--- src/rtl/qdr_client_arbiter.sv ---
// Two-client round-robin arbiter in front of one QDR controller user port, with a tag FIFO that routes read data.
// Optional statistics outputs are enabled by defining QDR_ARB_STATS_EN.
module qdr_client_arbiter #(
  parameter int ADDR_WIDTH = 22,
  parameter int DATA_WIDTH = 36,
  parameter int BE_WIDTH   = 4,
  parameter int TAG_DEPTH  = 16
) (
  input  logic                   clk0,
  input  logic                   reset,
  input  logic                   phy_rdy,
  input  logic                   a_req,
  input  logic                   a_rnw,
  input  logic [ADDR_WIDTH-1:0]  a_addr,
  input  logic [DATA_WIDTH-1:0]  a_wr_data,
  input  logic [BE_WIDTH-1:0]    a_wr_be,
  output logic                   a_ack,
  output logic [DATA_WIDTH-1:0]  a_rd_data,
  output logic                   a_rd_dvld,
  input  logic                   b_req,
  input  logic                   b_rnw,
  input  logic [ADDR_WIDTH-1:0]  b_addr,
  input  logic [DATA_WIDTH-1:0]  b_wr_data,
  input  logic [BE_WIDTH-1:0]    b_wr_be,
  output logic                   b_ack,
  output logic [DATA_WIDTH-1:0]  b_rd_data,
  output logic                   b_rd_dvld,
  output logic [ADDR_WIDTH-1:0]  usr_addr,
  output logic                   usr_wr_strb,
  output logic [DATA_WIDTH-1:0]  usr_wr_data,
  output logic [BE_WIDTH-1:0]    usr_wr_be,
  output logic                   usr_rd_strb,
  input  logic [DATA_WIDTH-1:0]  usr_rd_data,
  input  logic                   usr_rd_dvld,
  output logic                   tag_err
`ifdef QDR_ARB_STATS_EN
  ,
  output logic [31:0]            a_grant_cnt,
  output logic [31:0]            b_grant_cnt,
  output logic [$clog2(TAG_DEPTH):0] max_outstanding
`endif
);

  localparam int PW = $clog2(TAG_DEPTH);
  localparam int CW = PW + 1;

  logic                  rr_q, rr_d;
  logic [TAG_DEPTH-1:0]  tag_q, tag_d;
  logic [PW-1:0]         wr_ptr_q, wr_ptr_d;
  logic [PW-1:0]         rd_ptr_q, rd_ptr_d;
  logic [CW-1:0]         count_q, count_d;

  logic [ADDR_WIDTH-1:0] usr_addr_q, usr_addr_d;
  logic                  usr_wr_strb_q, usr_wr_strb_d;
  logic                  usr_rd_strb_q, usr_rd_strb_d;
  logic [DATA_WIDTH-1:0] usr_wr_data_q, usr_wr_data_d;
  logic [BE_WIDTH-1:0]   usr_wr_be_q, usr_wr_be_d;

  logic [DATA_WIDTH-1:0] rd_data_q, rd_data_d;
  logic                  a_rd_dvld_q, a_rd_dvld_d;
  logic                  b_rd_dvld_q, b_rd_dvld_d;
  logic                  tag_err_q, tag_err_d;

  logic fifo_full, fifo_empty;
  logic a_elig, b_elig;
  logic grant_a, grant_b, grant;
  logic win_rnw;
  logic push, pop, pop_id;

  assign fifo_full  = (count_q == CW'(TAG_DEPTH));
  assign fifo_empty = (count_q == '0);

  // Gating with reset keeps the combinational acks low while reset is held.
  assign a_elig = ~reset & phy_rdy & a_req & (~a_rnw | ~fifo_full);
  assign b_elig = ~reset & phy_rdy & b_req & (~b_rnw | ~fifo_full);

  assign grant_a = a_elig & (~b_elig | ~rr_q);
  assign grant_b = b_elig & ~grant_a;
  assign grant   = grant_a | grant_b;
  assign win_rnw = grant_a ? a_rnw : b_rnw;

  assign push   = grant & win_rnw;
  assign pop    = usr_rd_dvld & ~fifo_empty;
  assign pop_id = tag_q[rd_ptr_q];

  always_comb begin
    rr_d          = rr_q;
    tag_d         = tag_q;
    wr_ptr_d      = wr_ptr_q;
    rd_ptr_d      = rd_ptr_q;
    count_d       = count_q;
    usr_addr_d    = usr_addr_q;
    usr_wr_strb_d = 1'b0;
    usr_rd_strb_d = 1'b0;
    usr_wr_data_d = usr_wr_data_q;
    usr_wr_be_d   = usr_wr_be_q;
    rd_data_d     = rd_data_q;
    a_rd_dvld_d   = 1'b0;
    b_rd_dvld_d   = 1'b0;
    tag_err_d     = tag_err_q | (usr_rd_dvld & fifo_empty);

    // Pointer always moves to the client that did not win.
    if (grant_a) rr_d = 1'b1;
    if (grant_b) rr_d = 1'b0;

    if (grant) begin
      usr_addr_d    = grant_a ? a_addr : b_addr;
      usr_wr_strb_d = ~win_rnw;
      usr_rd_strb_d = win_rnw;
      if (!win_rnw) begin
        usr_wr_data_d = grant_a ? a_wr_data : b_wr_data;
        usr_wr_be_d   = grant_a ? a_wr_be   : b_wr_be;
      end
    end

    if (push) begin
      tag_d[wr_ptr_q] = grant_b;
      wr_ptr_d        = wr_ptr_q + PW'(1);
    end

    if (pop) begin
      rd_ptr_d    = rd_ptr_q + PW'(1);
      a_rd_dvld_d = ~pop_id;
      b_rd_dvld_d = pop_id;
    end

    if (usr_rd_dvld) rd_data_d = usr_rd_data;

    case ({push, pop})
      2'b10:   count_d = count_q + CW'(1);
      2'b01:   count_d = count_q - CW'(1);
      default: count_d = count_q;
    endcase
  end

  always_ff @(posedge clk0 or posedge reset) begin
    if (reset) begin
      rr_q          <= 1'b0;
      tag_q         <= '0;
      wr_ptr_q      <= '0;
      rd_ptr_q      <= '0;
      count_q       <= '0;
      usr_addr_q    <= '0;
      usr_wr_strb_q <= 1'b0;
      usr_rd_strb_q <= 1'b0;
      usr_wr_data_q <= '0;
      usr_wr_be_q   <= '0;
      rd_data_q     <= '0;
      a_rd_dvld_q   <= 1'b0;
      b_rd_dvld_q   <= 1'b0;
      tag_err_q     <= 1'b0;
    end else begin
      rr_q          <= rr_d;
      tag_q         <= tag_d;
      wr_ptr_q      <= wr_ptr_d;
      rd_ptr_q      <= rd_ptr_d;
      count_q       <= count_d;
      usr_addr_q    <= usr_addr_d;
      usr_wr_strb_q <= usr_wr_strb_d;
      usr_rd_strb_q <= usr_rd_strb_d;
      usr_wr_data_q <= usr_wr_data_d;
      usr_wr_be_q   <= usr_wr_be_d;
      rd_data_q     <= rd_data_d;
      a_rd_dvld_q   <= a_rd_dvld_d;
      b_rd_dvld_q   <= b_rd_dvld_d;
      tag_err_q     <= tag_err_d;
    end
  end

  assign a_ack       = grant_a;
  assign b_ack       = grant_b;
  assign usr_addr    = usr_addr_q;
  assign usr_wr_strb = usr_wr_strb_q;
  assign usr_rd_strb = usr_rd_strb_q;
  assign usr_wr_data = usr_wr_data_q;
  assign usr_wr_be   = usr_wr_be_q;
  assign a_rd_data   = rd_data_q;
  assign b_rd_data   = rd_data_q;
  assign a_rd_dvld   = a_rd_dvld_q;
  assign b_rd_dvld   = b_rd_dvld_q;
  assign tag_err     = tag_err_q;

`ifdef QDR_ARB_STATS_EN
  logic [31:0] a_cnt_q, a_cnt_d;
  logic [31:0] b_cnt_q, b_cnt_d;
  logic [CW-1:0] max_q, max_d;

  always_comb begin
    a_cnt_d = a_cnt_q;
    b_cnt_d = b_cnt_q;
    max_d   = max_q;
    if (grant_a && (a_cnt_q != '1)) a_cnt_d = a_cnt_q + 32'd1;
    if (grant_b && (b_cnt_q != '1)) b_cnt_d = b_cnt_q + 32'd1;
    if (count_d > max_q) max_d = count_d;
  end

  always_ff @(posedge clk0 or posedge reset) begin
    if (reset) begin
      a_cnt_q <= '0;
      b_cnt_q <= '0;
      max_q   <= '0;
    end else begin
      a_cnt_q <= a_cnt_d;
      b_cnt_q <= b_cnt_d;
      max_q   <= max_d;
    end
  end

  assign a_grant_cnt     = a_cnt_q;
  assign b_grant_cnt     = b_cnt_q;
  assign max_outstanding = max_q;
`endif

endmodule
--- config.mk ---
export PLATFORM = sky130hd
export DESIGN_NAME = qdr_client_arbiter
export DESIGN_NICKNAME = d
export VERILOG_FILES = /design/src/rtl/qdr_client_arbiter.sv
export SDC_FILE = /design/constraint.sdc
export NUM_CORES = 1
export LEC_CHECK = 0
export BUFFER_PORTS_ARGS = -buffer_cell sky130_fd_sc_hd__buf_2
export CORE_ASPECT_RATIO = 0.5
export CORE_MARGIN = 2
export CORE_UTILIZATION = 51
export CTS_BUF_LIST = sky130_fd_sc_hd__clkbuf_8
export DETAILED_ROUTE_END_ITERATION = 7
export HOLD_SLACK_MARGIN = 0.02
export PLACE_DENSITY = 0.88
export SLEW_MARGIN = 25
export SYNTH_ARGS = -nofsm -noshare
export SYNTH_HDL_FRONTEND = slang
export SYNTH_SLANG_ARGS = --single-unit
--- constraint.sdc ---
create_clock -name clk0 -period 10.1 [get_ports clk0]
set_clock_uncertainty 0.05 [all_clocks]
set_input_delay 1.01 -clock clk0 [delete_from_list [all_inputs] [get_ports clk0]]
set_output_delay 1.01 -clock clk0 [all_outputs]
set_load 0.02 [all_outputs]
==> run metrics <==
Clock Latency Late Sink 0.44 ns; FILL cells between 800 and 900; WL final 15.7 mm; CTS tree done; Max Slew Vio Count 0; synthesized area about 0.0063 sq mm; htree depth 4; synth top area cells dfrtp_1 53%, mux2_2 9.3%, mux2i_1 6.4%; YS warnings 0; initial antenna violation count 0; share of cells above drive strength 1 0.512; leading area contributor after synthesis dfrtp_1; period utilization 0.384; # port buffers about 300; syn nets roughly 700; Top delay family on crit path compound AO/OA/AOI/OAI gates; post-layout min period about 3.9 ns; Peak VDD IR about 100 uV; WP buf/inv 2; Initial DRT Pass Iterations 4; first-pass GRT wire length between 20 and 25 mm; power density cells between 200 and 250 mW/mm^2; Clock power frac 0.297; row count 28; crit path max-delay cell type a21oi_2; most frequent cells in the layout 308 x buf_2, 133 x dfrtp_1, 52 x mux2_2; Pint roughly 1.2 mW; gpl congestion 0.829; cts bufs inserted 17; switching power roughly 0.61 mW; Sw Ratio 0.341; DP Area roughly 0.0076 sq mm; DRC viols 0; Tot GR Track Use 0.228; full die area about 0.013 sq mm; largest net degree at the start of global routing between 80 and 90; chip height slightly above 80 um; CP required a little over 10 ns; setup tns final 0 ns; register area share after synthesis 0.529; Place WS just under 6 ns; Overall Power 1.79 mW; Hold-fix buffers, CTS 0; Clock Sinks approximately 130; Main synth FF type dfrtp_1; crit-path max FO 23; CTS Buffer Depth 2; Post-synth EDFFs 0; Syn Inst Count ~530; vias ~5,000; RSZ-0062 raised after global routing no; final hold slack between 0.4 and 0.5 ns; Core ar. 0.0119 sq mm; design area between 0.008 and 0.009 sq mm; CP max stage delay between 0.7 and 0.8 ns; fin nets roughly 970; Comb pwr share 0.286; Unique masters post-synth 44; crit start category input pin; critical path cell sequence buf_2, nand4b_1, or3b_1, a21oi_2, inv_1, ha_1, xor2_1, ha_1, o211ai_1, a21oi_1, a31oi_1, nor2_1, xor2_1; Setup Buffers After CTS 0; Setup CP Type in -> reg; final worst setup slack just over 6 ns; initial DRC count ~280; antenna cells 0; most common cell after layout, fill and taps aside buf_2; Initial Util 0.528; Leak Pwr approximately 4.4 nW; area grow syn2layout 29.3%; Seq pwr share 0.416; R2R Setup Slk around 6.5 ns; Worst-Margin Slew between 0.9 and 1 ns; gr ovfl total 0; via/cell ratio about 5.1; flip-flop and latch count after synthesis 133; max cap viols 0; fmax around 260 MHz; Routed Antenna Nets 0; Worst Path Arrival roughly 4 ns; Rel. slew slack 0.356; final setup violating endpoints 0; Die Width ~160 um; kind of end point of the critical path flip-flop; clock root cell clkbuf_8; detailed placer's ending HPWL about 12 mm; FFs w/ async S/R, synth 1.00; I/O pin count just over 300; hold crit path type reg -> reg; DR WL/cell between 15 and 20 um; status complete, no violations; CTS clk-pin slew, worst paths 0.07 ns; vias in the first global route roughly 4,700; Synth top area share 0.529; post-CTS sizing 0; Post-Syn Area per Cell between 10 and 15 sq um; Fin. Hold Viols 0
==> kinds of logic (layout without fill, tap and decap cells) <==
logic type | count (synthesis) | in the layout | synth area share
adder cells (fa/ha/maj) | 9 | 9 | 0.0179
AND/OR/NAND/NOR | 110 | 110 | 0.0893
buffers and inverters | 78 | 354 | 0.0780
XOR/XNOR | 12 | 12 | 0.0167
flip-flops | 133 | 133 | 0.529
AO/OA/AOI/OAI | 86 | 86 | 0.0925
multiplexers | 98 | 98 | 0.176
==> routing by layer <==
| metal | routed length, um | track usage | vias up |
|---|---|---|---|
| met1 | 6280 | 0.285 | 2419 |
| met4 | 235 | 0.0804 | 0 |
| li1 | - | - | 2347 |
| met3 | 866 | 0.0524 | 24 |
| met2 | 8270 | 0.400 | 163 |
| met5 | 0 | 0 | - |
==> layout make-up <==
type	count	area [sq um]	share of cell area
sequential	133	3330	0.409
multi-input combinational	315	2500	0.307
timing repair buffer	313	1580	0.195
clock buffer	18	248	0.0305
clock inverter	13	229	0.0282
tap	165	206	0.0254
inverter	10	40.0	0.00492
==> sequential cells by signal, indices dropped and copies added, names as in the netlist <==
name	flops
tag_q	16
wr_ptr_q	4
rr_q	1
b_rd_dvld	1
usr_rd_strb	1
a_rd_dvld	1
usr_addr	22
tag_err	1
a_rd_data	36
usr_wr_be	4
rd_ptr_q	4
usr_wr_strb	1
usr_wr_data	36
count_q	5
==> cells in the mapped netlist (2+ instances only) <==
cell / count
a21o_1: 2
a21oi_1: 3
a221o_1: 22
a31oi_1: 2
and2_0: 22
buf_2: 5
buf_4: 41
buf_6: 5
clkbuf_1: 17
dfrtp_1: 133
ha_1: 9
inv_1: 9
mux2_2: 52
mux2i_1: 40
mux4_2: 5
nand2_1: 49
nand3_1: 12
nand4_1: 6
nor2_1: 9
nor2b_1: 4
o211ai_1: 2
o21ai_0: 43
o21ai_1: 3
xnor2_1: 7
xor2_1: 5
==> metrics by stage <==
| step | instances | utilization |
|---|---|---|
| 5_1_grt | 967 | 0.683 |
| 3_3_place_gp | 936 | 0.642 |
| 2_1_floorplan | 526 | - |
| 6_report | 967 | 0.683 |
| 4_1_cts | 967 | 0.682 |
| 3_5_place_dp | 936 | 0.642 |
==> worst paths after layout <==
path | from | cells past startpoint | endpoint
worst max register to register | rr_q | 12 | count_q[4]
min in group asynchronous | reset | 2 | usr_wr_be[3]
max in group asynchronous | reset | 3 | count_q[0]
worst min register to register | tag_err | 1 | tag_err
worst min-delay path | tag_err | 1 | tag_err
worst max-delay path | reset | 13 | count_q[4]
==> worst reg2reg max path, stage by stage (launching register included) <==
cell and delay, ns:
dfrtp_1 0.43, nand4b_1 0.22, or3b_1 0.39, a21oi_2 0.77
inv_1 0.17, ha_1 0.35, xor2_1 0.20, ha_1 0.22
o211ai_1 0.20, a21oi_1 0.09, a31oi_1 0.15, nor2_1 0.07
xor2_1 0.15
==> power by group through the flow <==
stage | combinational (mW) | sequential, mW | clock (mW)
floorplan | 0.287 | 0.811 | 0
finish | 0.514 | 0.747 | 0.534
global placement | 0.496 | 0.747 | 0
CTS | 0.517 | 0.746 | 0.543
global route | 0.557 | 0.763 | 0.570
detailed placement | 0.512 | 0.753 | 0
Note: power is estimated with default switching activity, not from simulation.
